<file path="src/rtl/cfg_seq_pkg.sv">
// cfg_seq_pkg: sequencer states and kernel IDs shared by the config ID sequencer and its users
package cfg_seq_pkg;
  typedef enum logic [1:0] {IDLE, DRAIN, SETTLE} state_e;
  localparam logic [7:0] ID_NONE = 8'd0;
  localparam logic [7:0] ID_MAC = 8'd1;
  localparam logic [7:0] ID_MUL = 8'd2;
endpackage

</file>
<file path="src/rtl/config_token_counter.sv">
// config_token_counter: saturating up/down count of datapath tokens in flight
// ports: clk_i/rst_ni clock and async active-low reset, clear_i sync clear,
//        inc/dec one token in/out this cycle, count current value, is_zero count == 0
module config_token_counter #(
  parameter int CNT_WIDTH = 8
) (
  input  logic                 clk_i,
  input  logic                 rst_ni,
  input  logic                 clear_i,
  input  logic                 inc,
  input  logic                 dec,
  output logic [CNT_WIDTH-1:0] count,
  output logic                 is_zero
);
  assign is_zero = count == '0;
  always_ff @(posedge clk_i or negedge rst_ni) begin
    if (!rst_ni) count <= '0;
    else if (clear_i) count <= '0;
    else if (inc && !dec && !(&count)) count <= count + 1'b1;
    else if (dec && !inc && !is_zero) count <= count - 1'b1;
  end
endmodule

</file>
<file path="src/rtl/config_id_sequencer.sv">
// config_id_sequencer: drives the kernel-select ID, draining in-flight tokens and settling before each switch
// ports: clk_i/rst_ni clock and async active-low reset, clear_i sync soft clear,
//        req_valid_i/req_id_i/req_ready_o reconfiguration request handshake,
//        tok_in_i/tok_out_i datapath token entry/exit, id_o kernel ID to the configurator,
//        cfg_valid_o ID stable, busy_o switch in progress, done_o/err_o completion/reject pulses
module config_id_sequencer
  import cfg_seq_pkg::*;
#(
  parameter int ID_WIDTH      = 8,
  parameter int NUM_IDS       = 2,
  parameter int SETTLE_CYCLES = 2,
  parameter int CNT_WIDTH     = 8
) (
  input  logic                clk_i,
  input  logic                rst_ni,
  input  logic                clear_i,
  input  logic                req_valid_i,
  input  logic [ID_WIDTH-1:0] req_id_i,
  output logic                req_ready_o,
  input  logic                tok_in_i,
  input  logic                tok_out_i,
  output logic [ID_WIDTH-1:0] id_o,
  output logic                cfg_valid_o,
  output logic                busy_o,
  output logic                done_o,
  output logic                err_o
);
  localparam int SW = $clog2(SETTLE_CYCLES + 1);
  state_e state_q, state_d;
  logic [ID_WIDTH-1:0] id_q, id_d, pend_q, pend_d;
  logic [SW-1:0] settle_q, settle_d;
  logic done_q, done_d, err_q, err_d;
  logic [CNT_WIDTH-1:0] count;
  logic is_zero, zero_next, id_bad;
  config_token_counter #(.CNT_WIDTH(CNT_WIDTH)) u_cnt (
    .clk_i  (clk_i),
    .rst_ni (rst_ni),
    .clear_i(clear_i),
    .inc    (tok_in_i),
    .dec    (tok_out_i),
    .count  (count),
    .is_zero(is_zero)
  );
  // drain ends on the edge where this cycle's token traffic leaves the count at zero
  assign zero_next = is_zero ? !(tok_in_i && !tok_out_i)
                             : count == CNT_WIDTH'(1) && tok_out_i && !tok_in_i;
  assign id_bad = req_id_i == '0 || req_id_i > ID_WIDTH'(NUM_IDS);
  assign req_ready_o = state_q == IDLE;
  assign cfg_valid_o = req_ready_o && id_q != '0;
  assign busy_o = !req_ready_o;
  assign id_o = id_q;
  assign done_o = done_q;
  assign err_o = err_q;
  always_ff @(posedge clk_i or negedge rst_ni) begin
    if (!rst_ni) begin
      state_q  <= IDLE;
      id_q     <= ID_WIDTH'(ID_NONE);
      pend_q   <= '0;
      settle_q <= '0;
      done_q   <= 1'b0;
      err_q    <= 1'b0;
    end else begin
      state_q  <= state_d;
      id_q     <= id_d;
      pend_q   <= pend_d;
      settle_q <= settle_d;
      done_q   <= done_d;
      err_q    <= err_d;
    end
  end
  always_comb begin
    state_d  = state_q;
    id_d     = id_q;
    pend_d   = pend_q;
    settle_d = settle_q;
    done_d   = 1'b0;
    err_d    = 1'b0;
    if (clear_i) begin
      state_d  = IDLE;
      pend_d   = '0;
      settle_d = '0;
    end else begin
      case (state_q)
        IDLE: if (req_valid_i) begin
          if (id_bad) err_d = 1'b1;
          else if (req_id_i == id_q) done_d = 1'b1;
          else begin
            pend_d  = req_id_i;
            state_d = DRAIN;
          end
        end
        DRAIN: if (zero_next) begin
          id_d     = pend_q;
          settle_d = SW'(SETTLE_CYCLES);
          state_d  = SETTLE;
        end
        SETTLE: if (settle_q == SW'(1)) begin
          state_d = IDLE;
          done_d  = 1'b1;
        end else settle_d = settle_q - 1'b1;
        default: state_d = IDLE;
      endcase
    end
  end
endmodule

</file>
<file path="config.mk">
export PLATFORM = sky130hd
export DESIGN_NAME = config_id_sequencer
export DESIGN_NICKNAME = d
export VERILOG_FILES = /design/src/rtl/cfg_seq_pkg.sv /design/src/rtl/config_token_counter.sv /design/src/rtl/config_id_sequencer.sv
export SDC_FILE = /design/constraint.sdc
export NUM_CORES = 1
export LEC_CHECK = 0
export CORE_UTILIZATION = 53
export DETAILED_ROUTE_END_ITERATION = 12
export PLACE_DENSITY_LB_ADDON = 0.12
export SLEW_MARGIN = 40
export SYNTH_ARGS = -nofsm -noshare
export SYNTH_HDL_FRONTEND = slang
export SYNTH_SLANG_ARGS = --single-unit
</file>
<file path="constraint.sdc">
create_clock -name clk_i -period 5.75 [get_ports clk_i]
set_input_delay 1.725 -clock clk_i [delete_from_list [all_inputs] [get_ports clk_i]]
set_output_delay 1.725 -clock clk_i [all_outputs]
set_load 0.05 [all_outputs]
</file>
==> flow_summary.yaml <==
sta:
  setup_total_negative_slack_ps: 0
  tightestPinTransition_ps: 602
  slew_headroom: 0.588
  finalMaxSlewViolations: 0
  max_freq_mhz: 268
  final_critical_path_setup_slack_ps: 2020
  period_minus_slack_ps: 3730
  skew_ps: 6.26
  timing_hold_violations_final: 0
  rsz0062_at_grt: "no"
  post-route-period-util: 0.649
  setup_viol: 0
grt:
  number_of_antenna_violations_at_the_first_check_in_global_routing: 0
  grt_overflow_total: 0
  globalRouteTotalUtil: 0.242
  grt_first_pass_wirelength_um: 6190
  via_count_of_the_first_global_routing_pass: 1343
  maximum_number_of_pins_on_one_net_before_global_route_repair: 31
setup_path:
  worst-r2r-cell-count: 5
  worstSetupPathType: "reg -> out"
  cp_slowest_stage_delay_ps: 810
  path_depth: 4
  regToRegStartpoint: "u_cnt.count[4]$_DFFE_PN0P_"
  path_max_fanout: 6
  slack_of_the_worst_reg_to_reg_path_ps: 3210
  rr_endpoint: "id_o[6]$_DFFE_PN0P_"
  start_kind: "flip-flop"
  cp_top_family: "buffers and inverters"
  critical_path.n_buffers_inverters: 2
  critical-path-slowest-cell: "sky130_fd_sc_hd__clkdlybuf4s50_1"
  required_ps: 4030
  worstPathCellList: "nor2_1 -> inv_1 -> a21oi_1 -> clkdlybuf4s50_1"
  worst_path_arrival_time_ps: 2010
  timing.critical_path.to_type: "output port"
synth:
  synthesis.area_mm2: 0.00172
  syn_area_per_cell_um2: 10.1
  synthesis.nets: 189
  seq_area_frac_synth: 0.438
  yosysUniqueCellTypes: 42
  synth-seq-cells: 30
  yosys_warnings: 0
  synth_cells: 170
finish:
  syn_to_final_growth_pct: 21.0
  multi_input_gate_area_in_the_final_layout_um2: 908
  final_layout_size_suffix_gt1_frac: 0.121
  layout_commonest_cell: "sky130_fd_sc_hd__dfrtp_1"
  num-nets-final: 217
  count_of_fill_cells_added_during_filler_insertion: 255
  diodes: 0
  ff_latch_area_um2: 751
  mostFrequentLayoutCells: "sky130_fd_sc_hd__dfrtp_1, sky130_fd_sc_hd__clkdlybuf4s50_1, sky130_fd_sc_hd__nor2_1"
detailed_routing:
  drc_markers: 0
  dr.pass1.iters: 4
  drt-vias-per-instance: 5.78
  final_antenna_net_count: 0
  vias: 1405
  drt_iter0_drc: 83
  wirelength_um: 3660
  routed_wire_length_per_instance_um: 15.1
pwr:
  power_frac_seq: 0.446
  vdd.ir_drop.worst_mv: 0.238
  power_frac_comb: 0.329
  cell_int_power_uw: 395
  power.density_mw_per_mm2: 300
  switching_pwr_uw: 228
  power.switching_fraction: 0.366
  clock_power_share: 0.225
  power.static_leakage_nw: 0.931
cts:
  clk_root_buffer_cell: "sky130_fd_sc_hd__clkbuf_4"
  cts_hold_buffers: 0
  later_pin_clock_latency_in_the_skew_report_ps: 340
  numCtsBuffers: 5
  post_cts_resize_count: 0
  cts_tree: "yes"
  cts.path.max_buffers: 2
  path_clk_slew_ps: 100
  tritoncts_num_sinks: 30
  postCtsSetupBuffers: 0
  ctsHtreeMaxLevel: 2
floorplanning:
  initial_utilization: 0.562
  fp.dieArea_mm2: 0.00347
  die_width_um: 58.9
  core-area_mm2: 0.00305
  die_h_um: 58.9
  ioPinCount: 27
  placement_rows: 20
hold_path:
  worst_hold_path.endpoint: "pend_q[3]$_DFFE_PN0P_"
  hold_path_startpoint: "pend_q[3]$_DFFE_PN0P_"
  cell_depth_of_the_worst_hold_path: 1
  worstHoldPathType: "reg -> reg"
job:
  max-cap-violations: 0
placed_design:
  dp_worst_setup_slack_ps: 1830
  place_congestion: 0.875
  dpl.hpwl_um: 2610
  placement.io_buffers: 26
outcome:
  outcome: "finished, final reports clean"
cells by family after synthesis:
kind of cell / count (synthesis) / synth area share
muxes: 13 / 0.101
adders and majority gates: 5 / 0.0365
xor gates and xnor gates: 10 / 0.0511
buffers and inverters: 13 / 0.0328
AOI/OAI and AO/OA: 30 / 0.113
DFF: 30 / 0.438
and+or+nand+nor: 69 / 0.228
routing by layer:
layer | wire [um] | vias up | global-route usage
li1 | - | 673 | -
met1 | 1660 | 690 | 0.319
met2 | 1760 | 36 | 0.388
met3 | 190 | 6 | 0.0637
met4 | 50 | 0 | 0.0816
met5 | 0 | - | 0
cells in the mapped netlist:
cell type                   instances  area share
sky130_fd_sc_hd__and2_1             6       0.022
sky130_fd_sc_hd__o21a_1             1      0.0044
sky130_fd_sc_hd__nor3_1             6       0.018
sky130_fd_sc_hd__nor2b_1            5       0.018
sky130_fd_sc_hd__xor2_1             9       0.046
sky130_fd_sc_hd__ha_1               5       0.036
sky130_fd_sc_hd__or4_1              1      0.0044
sky130_fd_sc_hd__or3_1              1      0.0036
sky130_fd_sc_hd__a211oi_1           4       0.018
sky130_fd_sc_hd__a31oi_1            1      0.0036
sky130_fd_sc_hd__nor4_1             5       0.018
sky130_fd_sc_hd__o21ai_0            7       0.020
sky130_fd_sc_hd__or4_4              1      0.0066
sky130_fd_sc_hd__nand2_1            9       0.020
sky130_fd_sc_hd__nor3_2             1      0.0058
sky130_fd_sc_hd__mux2_2             3       0.020
sky130_fd_sc_hd__and4b_1            1      0.0058
sky130_fd_sc_hd__mux2_4             8       0.070
sky130_fd_sc_hd__xnor2_1            1      0.0051
sky130_fd_sc_hd__nand4b_1           1      0.0051
sky130_fd_sc_hd__a41o_1             1      0.0058
sky130_fd_sc_hd__nand2b_1           4       0.015
sky130_fd_sc_hd__clkbuf_1           6       0.013
sky130_fd_sc_hd__a22oi_1            1      0.0044
sky130_fd_sc_hd__a21oi_1            7       0.020
sky130_fd_sc_hd__a41oi_1            1      0.0051
sky130_fd_sc_hd__buf_6              1      0.0066
sky130_fd_sc_hd__nand3_1            4       0.012
sky130_fd_sc_hd__dfrtp_1           30        0.44
sky130_fd_sc_hd__a2111oi_0          1      0.0051
sky130_fd_sc_hd__mux2i_1            2       0.012
sky130_fd_sc_hd__nand3b_1           1      0.0044
sky130_fd_sc_hd__o22ai_1            3       0.011
sky130_fd_sc_hd__or4b_2             1      0.0058
sky130_fd_sc_hd__inv_1              6       0.013
sky130_fd_sc_hd__and3_1             2      0.0073
sky130_fd_sc_hd__nor3b_1            2      0.0088
sky130_fd_sc_hd__o41ai_1            1      0.0051
sky130_fd_sc_hd__nand4_1            2      0.0073
sky130_fd_sc_hd__nor4b_1            2       0.010
sky130_fd_sc_hd__a311oi_1           2       0.010
sky130_fd_sc_hd__nor2_1            14       0.031
layout make-up:
cell class,instances,share of cell area
tap,44,0.0265
timing repair buffer,28,0.133
clock buffer,6,0.0247
multi-input combinational,127,0.438
sequential,30,0.362
inverter,6,0.0108
clock inverter,2,0.00603
metrics by stage:
| stage | total power, mW | cells | util | cell area [um^2] | hold slack, ps |
|---|---|---|---|---|---|
| floorplan | 0.434 | 170 | - | 1720 | 454 |
| global placement | 0.480 | 235 | 0.659 | 2010 | 471 |
| detailed placement | 0.485 | 235 | 0.659 | 2010 | 472 |
| CTS | 0.626 | 243 | 0.680 | 2080 | 500 |
| global route | 0.669 | 243 | 0.680 | 2080 | 513 |
| finish | 0.623 | 243 | 0.680 | 2080 | 493 |
sequential cells by signal (all words and copies together), names as in the netlist:
signal	flops
pend_q	8
settle_q	2
u_cnt.count	8
err_o	1
id_o	8
state_q	2
done_o	1
worst max path at each step:
stage | startpoint | slack (ps) | end
final | state_q[1]$_DFFE_PN0P_ | 2020 | cfg_valid_o
after global placement | tok_out_i | 1870 | id_o[7]$_DFFE_PN0P_
after floorplan | state_q[0]$_DFFE_PN0P_ | 1510 | cfg_valid_o
after detailed placement | tok_out_i | 1830 | id_o[6]$_DFFE_PN0P_
after CTS | state_q[1]$_DFFE_PN0P_ | 1990 | cfg_valid_o
after global routing | state_q[0]$_DFFE_PN0P_ | 1910 | cfg_valid_o
power groups by stage:
stage                     Combinational [mW]  Sequential, mW  Clock [mW]
after floorplan                        0.171           0.263           0
after global placement                 0.198           0.282           0
after detailed placement               0.204           0.282           0
after CTS                              0.205           0.278       0.143
after global routing                   0.231           0.284       0.154
final                                  0.205           0.278       0.140
Note: power is estimated with default switching activity, not from simulation.
